`src/rtl/fht_twiddle_seq.sv`:
```
// Twiddle-factor address sequencer for the FHT datapath.
// Tags each registered ROM coefficient with its stage/butterfly.
module fht_twiddle_seq #(
  parameter int A_BIT = 6,
  parameter int S_BIT = 3
) (
  input  logic             iCLK,
  input  logic             iRESET,
  input  logic             iSTART,
  input  logic             iREADY,
  output logic [A_BIT-1:0] oADDR,
  output logic             oST_ZERO,
  output logic             oVALID,
  output logic [S_BIT-1:0] oSTAGE,
  output logic [A_BIT-1:0] oBFLY,
  output logic             oLAST,
  output logic             oBUSY,
  output logic             oDONE
);

  localparam logic [1:0] IDLE  = 2'd0;
  localparam logic [1:0] PRIME = 2'd1;
  localparam logic [1:0] RUN   = 2'd2;
  localparam logic [1:0] DONE  = 2'd3;

  localparam logic [S_BIT-1:0] LAST_STAGE = S_BIT'(A_BIT);
  localparam logic [A_BIT-1:0] BMAX = '1;

  logic [1:0]       state;
  logic [S_BIT-1:0] stage_n;
  logic [S_BIT-1:0] stage_d;
  logic [A_BIT-1:0] bfly_n;
  logic [A_BIT-1:0] bfly_d;
  logic             run;
  logic             accept;
  logic             final_item;

  // Keep only the top s bits of the butterfly index.
  function automatic logic [A_BIT-1:0] twiddle(
    input logic [S_BIT-1:0] s,
    input logic [A_BIT-1:0] b
  );
    logic [A_BIT-1:0] m;
    for (int i = 0; i < A_BIT; i++)
      m[i] = b[i] & ((int'(s) + i) >= A_BIT);
    return m;
  endfunction

  assign run        = (state == RUN);
  assign accept     = run & iREADY;
  assign final_item = (stage_d == LAST_STAGE)
                    && (bfly_d == BMAX);

  // On a stall the held address is re-presented so ROM data stays put.
  always_comb begin
    oADDR = '0;
    case (state)
      PRIME:   oADDR = twiddle('0, '0);
      RUN:     oADDR = accept ? twiddle(stage_n, bfly_n)
                              : twiddle(stage_d, bfly_d);
      default: oADDR = '0;
    endcase
  end

  always_ff @(posedge iCLK) begin
    if (iRESET) begin
      state   <= IDLE;
      stage_n <= '0;
      bfly_n  <= '0;
      stage_d <= '0;
      bfly_d  <= '0;
    end else begin
      case (state)
        IDLE: begin
          if (iSTART) begin
            stage_n <= '0;
            bfly_n  <= '0;
            state   <= PRIME;
          end
        end
        PRIME: begin
          stage_d <= '0;
          bfly_d  <= '0;
          stage_n <= '0;
          bfly_n  <= A_BIT'(1);
          state   <= RUN;
        end
        RUN: begin
          if (accept) begin
            if (final_item) begin
              state <= DONE;
            end else begin
              stage_d <= stage_n;
              bfly_d  <= bfly_n;
              bfly_n  <= bfly_n + 1'b1;
              if (bfly_n == BMAX)
                stage_n <= stage_n + 1'b1;
            end
          end
        end
        default: state <= IDLE;
      endcase
    end
  end

  assign oVALID   = run;
  assign oST_ZERO = run & (stage_d == '0);
  assign oLAST    = run & (bfly_d == BMAX);
  assign oSTAGE   = stage_d;
  assign oBFLY    = bfly_d;
  assign oBUSY    = (state != IDLE);
  assign oDONE    = (state == DONE);

endmodule
```
`config.mk`:
```
export PLATFORM = sky130hd
export DESIGN_NAME = fht_twiddle_seq
export DESIGN_NICKNAME = d
export VERILOG_FILES = /design/src/rtl/fht_twiddle_seq.sv
export SDC_FILE = /design/constraint.sdc
export NUM_CORES = 1
export LEC_CHECK = 0
export ABC_AREA = 1
export BUFFER_PORTS_ARGS = -buffer_cell sky130_fd_sc_hd__buf_2
export CAP_MARGIN = 20
export CORE_MARGIN = 1.5
export CORE_UTILIZATION = 60
export CTS_CLUSTER_DIAMETER = 60
export DETAILED_ROUTE_END_ITERATION = 8
export PLACE_DENSITY = 0.84
export SETUP_SLACK_MARGIN = 0.1
export SLEW_MARGIN = 20
export SYNTH_ARGS = -nofsm -noshare
export SYNTH_HDL_FRONTEND = slang
export SYNTH_SLANG_ARGS = --single-unit
```
`constraint.sdc`:
```
create_clock -name iCLK -period 4.15 [get_ports iCLK]
set_input_delay 0.2075 -clock iCLK [delete_from_list [all_inputs] [get_ports iCLK]]
set_output_delay 0.2075 -clock iCLK [all_outputs]
set_load 0.02 [all_outputs]
```
# After elaboration in Yosys (flattened, before gate mapping)
# Cells that the tools add are included.
# op_classes
addsub,12
order_cmp,12
n_eq_ne,11
n_mux,21
n_bitwise,15
n_reduce_logical,10
# ops
cell,count
two-way mux 6 bit,7
"greater-or-equal comparator 4 x 3 -> 1 bit, second input constant",10
two-way mux 3 bit,6
one-hot mux 6 bit (3 select lines),1
"adder 3 x 2 -> 4 bit, second input constant",4
"adder 3 x 3 -> 4 bit, second input constant",4
bitwise AND 1 bit,15
"equality test 6 bit, second input constant",2
one-hot mux 6 bit (2 select lines),1
one-hot mux 3 bit (3 select lines),1
"adder 3 x 1 -> 4 bit, second input constant",2
"adder 6 x 1 -> 6 bit, second input constant",1
"greater-or-equal comparator 3 bit, second input constant",2
two-way mux 2 bit,3
"inequality test 2 x 1 -> 1 bit, second input constant",3
one-hot mux 2 bit (3 select lines),1
one-hot mux 3 bit (2 select lines),1
AND reduction 3 bit,2
AND reduction 5 bit,1
"equality test 2 bit, second input constant",2
"inequality test 2 bit, second input constant",2
AND reduction 4 bit,1
nonzero test 2 bit,2
"adder 3 x 1 -> 3 bit, second input constant",1
6 further kinds,6
# totals
reg_bits,20
in_bits,4
output_inout_bits,20

# Logic depth before layout (Yosys ltp)
# logic_depth
depth_word,5
mapped_depth,11

# Worst setup path before layout
# No wires, ideal clock.
# synth_timing
kind,flip-flop to output port
startpoint,register state[0]
endpoint,output oADDR[1]
t_arrival_ns,1.728
t_required_ns,3.943
setup_slack_ns,2.214
stages_incl_launch_ff,8
n_path_buf,1
path_cell_list,dfxtp_1 inv_1 ha_1 buf_4 nand2_2 nor2_1 inv_1 o21ai_0
# synth_between
elab_chain_len,4
# synth_lines
item,line_no,source
start: declaration,29,logic [1:0] state;
start signal: assignment,67,state <= IDLE;
start signal: assignment,78,state <= PRIME;
start signal: assignment,86,state <= RUN;
equality test 2 bit *,49,assign run = (state == RUN);
named net oVALID,13,"output logic oVALID,"
bitwise AND 1 bit,50,assign accept = run & iREADY;
two-way mux 6 bit,59,"RUN: oADDR = accept ? twiddle(stage_n, bfly_n)"
two-way mux 6 bit *,57,case (state)
end: declaration,11,"output logic [A_BIT-1:0] oADDR,"
# Mark *: on every way through the listed nets, which the timed path passes. The rest lies on a longest branch.

# Final worst setup path
# layout_timing
startpoint,register state[0]
endpoint,output oADDR[2]
# layout_between
elab_chain_len,4
# layout_lines
item,line_no
equality test 2 bit *,"49, 57"
bitwise AND 1 bit,50
two-way mux 6 bit,59
two-way mux 6 bit *,57
# Every way passes the cells marked *; elsewhere a longest branch is shown, timed or not.

==> run summary <==
status -> complete, no violations
CTS Sinks -> 20
CP Max Fanout -> 13
Hold WC Path Type -> in -> reg
setup repair bufs after CTS -> 0
Worst Clk Skew -> 0.0111 ns
total track usage -> 29.3%
largest net degree at the start of global routing -> 14
final setup fails -> 0
Max Transition Viols Final -> 0
static leakage -> 0.767 nW
Fillers -> 192
minimum clock period -> 2.29 ns
share of cells above drive strength 1 -> 17.5%
Mapped Cells -> 212
vias after detailed routing -> 1470
maximum vdd ir drop -> 0.547 mV
CTS H-tree depth -> 1
Final GP Congestion -> 0.986
mean area per synthesized cell -> 7.05 µm²
CTS Hold Bufs -> 0
total routed wirelength -> 3630 µm
drt pass-1 iters -> 4
DIE AREA -> 2800 µm²
launching element type of the critical path -> flip-flop
Worst path max stage delay -> 0.54 ns
Max Cap Violations -> 0
DRC -> 0
HPWL Detailed -> 2770 µm
Fmax achieved -> 437 MHz
initial antenna violation count -> 0
Slew @ Worst Pin -> 0.590 ns
vias in the first global route -> 1288
Clock Latency Late Sink -> 0.32 ns
Antenna Diode Count -> 0
Fin. Hold Viols -> 0
Fin Setup TNS -> 0 ns
CTS max path bufs -> 2
Async S/R FF share, synth -> 0%
root buffer cell -> clkbuf_4
Die Y -> 52.9 µm
Crit. End Element -> primary output
CP max stage cell -> ha_1
cts repair resizes -> 0
Post-Syn Area -> 1490 µm²
WS Path Type -> reg -> out
DR iter-0 viols -> 46
fin cells -> 262
Rows -> 17
core area -> 2280 µm²
register area share after synthesis -> 26.8%
Multi-input gate area -> 955 µm²
post-route cell area -> 1650 µm²
Pwr Total -> 0.000888 W
Slew HR -> 60.7%
vias per cell -> 5.61
crit path DAT -> 2.08 ns
clock transition at the registers of the reported paths -> 0.11 ns
worst path required time -> 3.94 ns
die width -> 52.9 µm
DP Cell Count -> 258
Post-Synthesis Net Count -> 230
Synth warnings -> 0
Placed Area -> 1620 µm²
PortBufs -> 23
pwr/cell area -> 537 nW/µm²
Final ANT Viol Nets -> 0
CTS Buf Count -> 3
first-pass GRT wire length -> 5870 µm
starting density of the core -> 65.6%
layout net count -> 253
Avg WL per Cell -> 13.9 µm
crit share post-route -> 55.1%
EDFF count, synth -> 0
Layout area overhead -> 10.6%
number of I/O pins -> 24
WHS -> 0.203 ns
post-synth cell types -> 35
FF/Latch Area -> 400 µm²
GRT overflow -> 0
crit-path cells -> inv_1, ha_1, inv_2, nor2_4, nand3_1, o31ai_1, buf_2
synthesized flop and latch total -> 20
Most used DFF post-synth -> dfxtp_1
RSZ-0062 raised after global routing -> no
CTS tree -> yes
placed cells by master (no fill, tap or decap), types with 3 or more instances in the layout:
cell	netlist	final
nor2_1	25	25
o21ai_1	3	3
inv_1	27	27
dfxtp_1	20	20
clkbuf_4	0	3
o21ai_0	8	8
ha_1	14	14
nand3_1	11	11
buf_2	1	23
nand2_1	47	47
a21oi_1	16	16
nand4_1	7	7
xnor2_1	3	3
per-stage QoR:
step	util [%]	setup slack, ns
final	72.6	1.86
after global routing	72.6	1.70
after CTS	72.6	1.87
after detailed placement	71.0	2.24
after global placement	71.0	2.31
after floorplan	-	2.21
synth_stat cells (3+ instances only):
cell      n  area (µm²)
nand2_1  47         176
xnor2_1   3        26.3
nand3_1  11        55.1
o21ai_0   8        40.0
inv_1    27         101
nand4_1   7        43.8
o21ai_1   3        15.0
a21oi_1  16        80.1
dfxtp_1  20         400
ha_1     14         175
nor2_1   25        93.8
where the power goes:
part | internal (W) | switching [W] | total (W)
Sequential | 0.000220 | 0.0000446 | 0.000265
Combinational | 0.000162 | 0.000341 | 0.000503
Clock | 0.0000537 | 0.0000664 | 0.000120
kinds of logic after synthesis:
| kind of cell | Yosys count | share of synthesized area (%) |
|---|---|---|
| AOI/OAI and AO/OA | 38 | 14.8 |
| and+or+nand+nor | 102 | 35.0 |
| DFF | 20 | 26.8 |
| buffers and inverters | 34 | 9.30 |
| xor gates and xnor gates | 4 | 2.35 |
| adders and majority gates | 14 | 11.7 |
path summary, 6_finish.rpt:
kind	slack, ns	to	start	depth (start not counted)
worst min register to register	0.51	oBFLY[5]$_SDFFE_PP0P_	oBFLY[5]$_SDFFE_PP0P_	2
worst max register to register	2.21	stage_n[1]$_SDFFE_PP0P_	state[0]$_SDFFE_PP0P_	11
worst max-delay path	1.86	oADDR[2]	state[0]$_SDFFE_PP0P_	7
worst min-delay path	0.20	bfly_n[5]$_SDFFE_PP0P_	iRESET	2
flip-flops by register name, summed over array words and instances, names as in the netlist:
signal / count
bfly_n: 6
oBFLY: 6
oSTAGE: 3
stage_n: 3
state: 2
routing by layer:
metal	wire length, µm	part of all wire, %	GRT usage [%]	vias up
met4	65	1.8	14.5	0
met2	1810	50	48.8	48
li1	-	-	-	737
met5	0	0	0	-
met3	178	4.9	5.65	8
met1	1580	43	35.7	677
cell type report:
type	count	share of cell area [%]
inverter	29	6.74
timing repair buffer	23	6.96
multi-input combinational	158	57.8
sequential	20	24.2
tap	28	2.12
clock buffer	4	2.20
worst max-delay path: cells and delay by family (launching register included):
family,cells,cell delay (ns)
AO/OA/AOI/OAI,1,0.10
adder cells (fa/ha/maj),1,0.54
buffers and inverters,3,0.46
flip-flops,1,0.34
AND/OR/NAND/NOR,2,0.31
(Power assumes the default switching activity.)
